[src/rtl/eeprom_burst_ctrl.sv]
// eeprom_burst_ctrl: splits 1..MAX_LEN byte EEPROM bursts into single-byte
// IIC driver transactions, with write-cycle wait and NACK retry.
module eeprom_burst_ctrl #(
  parameter logic [6:0] SLAVE_ADDR = 7'b101_0000,
  parameter int ADDR_W = 16,
  parameter int MAX_LEN = 32,
  parameter int LEN_W = 6,
  parameter int TWR_CYCLES = 5000,
  parameter int RETRY_MAX = 7
) (
  input  logic              Clk,
  input  logic              Rst_n,
  input  logic              Start,
  input  logic              Rh_wl,
  input  logic [ADDR_W-1:0] Start_addr,
  input  logic [LEN_W-1:0]  Len,
  output logic              Wr_req,
  input  logic [7:0]        Wr_data,
  output logic              Rd_valid,
  output logic [7:0]        Rd_data,
  output logic              Busy,
  output logic              Done,
  output logic              Err,
  output logic [LEN_W-1:0]  Byte_cnt,
  output logic              Drv_en,
  output logic              Drv_rh_wl,
  output logic [6:0]        Drv_slave_addr,
  output logic [15:0]       Drv_addr,
  output logic              Drv_bit_sel,
  output logic [7:0]        Drv_wdata,
  input  logic [7:0]        Drv_rdata,
  input  logic              Drv_done,
  input  logic              Drv_ack_err
);

  localparam int TW_W = (TWR_CYCLES > 1) ? $clog2(TWR_CYCLES) : 1;
  localparam int RT_W = (RETRY_MAX > 0) ? $clog2(RETRY_MAX + 1) : 1;

  typedef enum logic [2:0] {
    S_IDLE,
    S_FETCH,
    S_ISSUE,
    S_WAIT_DONE,
    S_TWR,
    S_RETRY_WAIT,
    S_FINISH
  } state_t;

  state_t state_q, state_d;

  logic              rh_wl_q;
  logic [ADDR_W-1:0] addr_q;
  logic [LEN_W-1:0]  len_q;
  logic [7:0]        wdata_q;
  logic [TW_W-1:0]   tw_q;
  logic [RT_W-1:0]   retry_q;
  logic              fail_q;

  logic             accept;
  logic             len_bad;
  logic             xfer_ok;
  logic             xfer_nack;
  logic             can_retry;
  logic             tw_last;
  logic             waiting;
  logic [LEN_W-1:0] cnt_inc;

  // A Start coinciding with Done is dropped so the caller sees Busy low first
  assign accept    = (state_q == S_IDLE) && Start && !Done;
  assign len_bad   = (Len == '0) || (Len > LEN_W'(MAX_LEN));
  assign xfer_ok   = (state_q == S_WAIT_DONE) && Drv_done && !Drv_ack_err;
  assign xfer_nack = (state_q == S_WAIT_DONE) && Drv_done && Drv_ack_err;
  assign can_retry = retry_q < RT_W'(RETRY_MAX);
  assign tw_last   = tw_q == TW_W'(TWR_CYCLES - 1);
  assign waiting   = (state_q == S_TWR) || (state_q == S_RETRY_WAIT);
  assign cnt_inc   = Byte_cnt + 1'b1;

  assign Drv_slave_addr = SLAVE_ADDR;
  assign Drv_bit_sel    = (ADDR_W == 16);
  assign Drv_addr       = 16'(addr_q);
  assign Drv_rh_wl      = rh_wl_q;
  assign Drv_wdata      = wdata_q;

  always_ff @(posedge Clk or negedge Rst_n) begin
    if (!Rst_n) begin
      state_q <= S_IDLE;
    end else begin
      state_q <= state_d;
    end
  end

  always_comb begin
    state_d = state_q;
    Wr_req  = 1'b0;
    Drv_en  = 1'b0;
    unique case (state_q)
      S_IDLE: begin
        if (accept) begin
          if (len_bad) begin
            state_d = S_FINISH;
          end else if (Rh_wl) begin
            state_d = S_ISSUE;
          end else begin
            state_d = S_FETCH;
          end
        end
      end
      S_FETCH: begin
        Wr_req  = 1'b1;
        state_d = S_ISSUE;
      end
      S_ISSUE: begin
        Drv_en  = 1'b1;
        state_d = S_WAIT_DONE;
      end
      S_WAIT_DONE: begin
        if (xfer_ok) begin
          if (!rh_wl_q) begin
            state_d = S_TWR;
          end else if (cnt_inc == len_q) begin
            state_d = S_FINISH;
          end else begin
            state_d = S_ISSUE;
          end
        end else if (xfer_nack) begin
          state_d = can_retry ? S_RETRY_WAIT : S_FINISH;
        end
      end
      S_TWR: begin
        if (tw_last) begin
          state_d = (Byte_cnt == len_q) ? S_FINISH : S_FETCH;
        end
      end
      S_RETRY_WAIT: begin
        if (tw_last) begin
          state_d = S_ISSUE;
        end
      end
      S_FINISH: begin
        state_d = S_IDLE;
      end
      default: begin
        state_d = S_IDLE;
      end
    endcase
  end

  always_ff @(posedge Clk or negedge Rst_n) begin
    if (!Rst_n) begin
      rh_wl_q  <= 1'b0;
      addr_q   <= '0;
      len_q    <= '0;
      wdata_q  <= '0;
      tw_q     <= '0;
      retry_q  <= '0;
      fail_q   <= 1'b0;
      Rd_valid <= 1'b0;
      Rd_data  <= '0;
      Busy     <= 1'b0;
      Done     <= 1'b0;
      Err      <= 1'b0;
      Byte_cnt <= '0;
    end else begin
      Rd_valid <= 1'b0;
      Done     <= 1'b0;
      if (accept) begin
        rh_wl_q  <= Rh_wl;
        addr_q   <= Start_addr;
        len_q    <= Len;
        retry_q  <= '0;
        fail_q   <= len_bad;
        Byte_cnt <= '0;
        Busy     <= 1'b1;
        Err      <= 1'b0;
      end
      if (Wr_req) begin
        wdata_q <= Wr_data;
      end
      if (xfer_ok) begin
        Byte_cnt <= cnt_inc;
        addr_q   <= addr_q + 1'b1;
        retry_q  <= '0;
        if (rh_wl_q) begin
          Rd_data  <= Drv_rdata;
          Rd_valid <= 1'b1;
        end
      end
      if (xfer_nack) begin
        if (can_retry) begin
          retry_q <= retry_q + 1'b1;
        end else begin
          fail_q <= 1'b1;
        end
      end
      // One counter times both the write cycle and the retry back-off
      if (waiting && !tw_last) begin
        tw_q <= tw_q + 1'b1;
      end else begin
        tw_q <= '0;
      end
      if (state_q == S_FINISH) begin
        Done <= 1'b1;
        Busy <= 1'b0;
        Err  <= fail_q;
      end
    end
  end

endmodule

[config.mk]
export PLATFORM = sky130hd
export DESIGN_NAME = eeprom_burst_ctrl
export DESIGN_NICKNAME = d
export VERILOG_FILES = /design/src/rtl/eeprom_burst_ctrl.sv
export SDC_FILE = /design/constraint.sdc
export NUM_CORES = 1
export LEC_CHECK = 0
export ABC_AREA = 1
export BUFFER_PORTS_ARGS = -buffer_cell sky130_fd_sc_hd__buf_4
export CORE_ASPECT_RATIO = 1.25
export CORE_MARGIN = 2
export CORE_UTILIZATION = 35
export DETAILED_ROUTE_END_ITERATION = 10
export HOLD_SLACK_MARGIN = 0.12
export PLACE_DENSITY_LB_ADDON = 0.25
export RECOVER_POWER = 25
export SLEW_MARGIN = 20
export SYNTH_ARGS = -nofsm -noshare
export SYNTH_HDL_FRONTEND = slang
export SYNTH_SLANG_ARGS = --single-unit
export TNS_END_PERCENT = 5
[constraint.sdc]
create_clock -name Clk -period 1.9 [get_ports Clk]
set_input_delay 0.19 -clock Clk [delete_from_list [all_inputs] [get_ports Clk]]
set_output_delay 0.19 -clock Clk [all_outputs]
set_load 0.02 [all_outputs]
==> flow_summary_export.csv <==
group,metric,value,unit
route,routed_wl,9.49,mm
critical_path,cp_top_family,"simple AND/OR/NAND/NOR gates",
route,dr.max_layer_used,"met4",
final_layout,nets,647,
global_route,grt_first_pass_wirelength,15.4,mm
critical_path,critical_path.endpoint_type,"flip-flop",
route,wl_per_cell,12.9,um
run,cap_violations,0,
global_route,gr-total-overflow,0,
worst_hold_path,min-delay-start,"Start_addr[14]",
critical_path,timing.rr.start,"tw_q[0]$_DFF_PN0_",
critical_path,cp.required,2.11,ns
critical_path,max_stage_delay,0.37,ns
route,avgViaCountPerCell,4.75,
floorplan,die_area,0.0116,mm2
critical_path,critPathLaunch,"tw_q[0]$_DFF_PN0_",
critical_path,reg2reg_to,"tw_q[10]$_DFF_PN0_",
placement,io_buffer_count,88,
sta,slew_headroom,36.0,%
global_route,antenna_found_initial,0,
clock_network,clk_latency,0.33,ns
route,dr_wl_met3,452,um
floorplan,io_pins,97,
sta,period_needed,1.71,ns
route,drc,0,
worst_hold_path,whs_endpoint,"Drv_addr[14]$_DFFE_PN0P_",
critical_path,cpMostUsedCell,"nand2_1",
critical_path,path_buf_inv,0,
clock_network,cts_made_buffers,9,
sta,period_share,89.9,%
power_and_ir_drop,p_leak,0.00259,uW
floorplan,initial_core_util,35.7,%
route,wl_met2,4.80,mm
synthesis,syn_avg_cell_area,8.00,um2
global_route,grt_use_total,16.5,%
route,vias,3485,
placement,dpl.hpwl,6.88,mm
clock_network,cts_resized,0,
sta,finalHoldViolations,0,
clock_network,clockBufferDepth,2,
floorplan,die_y,120,um
floorplan,die_w,96.6,um
floorplan,core,0.0105,mm2
clock_network,clock_sinks,69,
sta,fmax,0.586,GHz
global_route,grt_pass1_vias,3331,
critical_path,r2r_slack,0.19,ns
clock_network,htree_levels,3,
route,drt_iter0_markers,124,
critical_path,cp.arrival,1.92,ns
synthesis,synth.top_cells.by_area,"dfrtp_1 (46%), nand2_1 (14%), inv_1 (5.7%)",
sta,max_slew.worst_pin.slew,0.960,ns
clock_network,cts.clk_slew.worst_paths,0.05,ns
synthesis,netlist_area,0.00375,mm2
synthesis,syn_inst,469,
critical_path,path_depth,10,
global_route,grt_max_degree,37,
run_status,status,"completed",
placement,gp_congestion,0.843,
synthesis,yosys_warnings,0,
critical_path,worstPathMaxFanout,3,
synthesis,synth_cell_types,43,
critical_path,cp_cell_sequence,"ha_1 > nand2_1 > nor2_1 > nand2_1 > nor2_1 > nand2_1 > nor3_2 > nand3_1 > nand2_1 > a21oi_1",
route,drtPass1Iterations,4,
final_layout,fill_cells,1029,
sta,rsz0062_at_grt,"false",
synthesis,ys_seq_area_share,46.0,%
critical_path,critPathKind,"flip-flop to flip-flop",
sta,setup_tns,0,ns
critical_path,start_kind,"flip-flop",
worst_hold_path,holdPathStages,3,
route,ant_nets,0,
clock_network,cts-root-buf,"clkbuf_16",
synthesis,yosysTopAreaCell,"dfrtp_1",
power_and_ir_drop,ir_worst_vdd,0.000478,V
final_layout,n_antenna_cell,0,
critical_path,rr_worst_depth,10,
critical_path,crit_path_top_delay_cell,"dfrtp_1",
final_layout,syn2layout_area_growth,36.4,%
clock_network,cts_tree,"yes",
sta,fin_skew,0.00934,ns
sta,finalSetupViolations,0,
power_and_ir_drop,powerDensity,1360,mW/mm2
synthesis,synth_top_area_share,46.0,%
sta,holdWs,0.131,ns
worst_hold_path,hp-class,"primary input to flip-flop",
synthesis,synth-seq-cells,69,
sta,finalMaxSlewViolations,0,
floorplan,num_rows,42,
route,wl_met1,4.10,mm
final_layout,drive_gt1_share,22.9,%
==> cells in the final DEF, fill, tap and decap left out, types with 9 or more instances in the layout <==
cell type and instances:
a21oi_1 11, buf_4 95, clkbuf_16 9, dfrtp_1 69
dlygate4sd3_1 31, inv_1 57, nand2_1 142, nand3_1 23
nand4_1 9, nor2_1 36, nor3_1 13, o21ai_0 23
==> registers in the layout (all words and copies together) (netlist names) <==
name	cells
Busy	1
Byte_cnt	6
Done	1
Drv_addr	16
Drv_rh_wl	1
Drv_wdata	8
Err	1
Rd_data	8
Rd_valid	1
fail_q	1
len_q	6
retry_q	3
state_q	3
tw_q	13
==> cell type report <==
type                    count  area (um2)  area share (%)
flip-flops and latches     69        1730            33.7
multi-input cells         330        1690            33.0
repair buffers            128        1040            20.2
clock buffers              12         256            5.01
inverters                  61         234            4.57
well taps                 132         165            3.23
clock inverters             2        10.0           0.196
==> layer usage <==
layer	up-vias	track usage (%)
met2	79	29.1
li1	1751	-
met5	-	0
met1	1641	19.7
met3	14	3.49
met4	0	5.99
==> worst min-delay path: stages <==
cell and delay [ns]:
buf_4 0.08, o211ai_1 0.08, o21ai_0 0.07
==> how the worst max path moves through the flow <==
stage / to / slack [ns]
after floorplan: Drv_addr[8]$_DFFE_PN0P_ / 0.30
after global placement: Drv_addr[7]$_DFFE_PN0P_ / 0.26
after detailed placement: Drv_addr[7]$_DFFE_PN0P_ / 0.23
after CTS: Rd_data[2]$_DFFE_PN0P_ / 0.22
after global routing: tw_q[10]$_DFF_PN0_ / 0.05
final: tw_q[10]$_DFF_PN0_ / 0.19
==> stage by stage <==
step	utilization, %	power, uW	instance area (um2)	setup slack, ns	std cells
final	48.7	6940	5120	0.192	734
after global routing	48.7	7440	5120	0.0501	734
after CTS	48.8	7030	5130	0.215	734
after detailed placement	43.4	5440	4560	0.228	689
after global placement	43.4	5370	4560	0.264	689
after floorplan	-	4270	3770	0.301	475
==> cell usage after synthesis (all sizes together) <==
cell    number
nor4         2
a211oi       1
and2         2
nor3b        1
a31oi        3
nand3       25
clkinv       1
nor2        43
o22ai        4
buf         15
nand2      146
nand4       10
o21ai       25
xnor2        2
mux2         8
o21a         1
dfrtp       69
or2          1
a22oi        4
ha           4
o211ai       6
conb         2
nand3b       1
a21oi       11
xor2         6
inv         60
nor3        14
o31ai        2
==> cells by family (layout without fill, tap and decap cells) <==
| logic type | after synthesis | after routing | share of synthesized area (%) |
|---|---|---|---|
| flip-flops | 69 | 69 | 46.0 |
| other | 2 | 8 | 0.200 |
| XOR/XNOR | 8 | 8 | 1.87 |
| multiplexers | 8 | 8 | 2.40 |
| AO/OA/AOI/OAI | 57 | 57 | 8.77 |
| AND/OR/NAND/NOR | 245 | 245 | 29.9 |
| adder cells (fa/ha/maj) | 4 | 4 | 1.33 |
| buffers and inverters | 76 | 203 | 9.54 |
==> where the power goes <==
group	total [uW]	internal, uW	switching, uW
registers	2420	1970	447
clock network	1500	934	566
logic	3020	1230	1790
==> timing repair <==
item,in CTS,in global routing
endpoints found under the hold margin,64,0
buffers inserted,0,0
hold buffers,31,0
No activity file was read; power rests on OpenSTA's default activity.
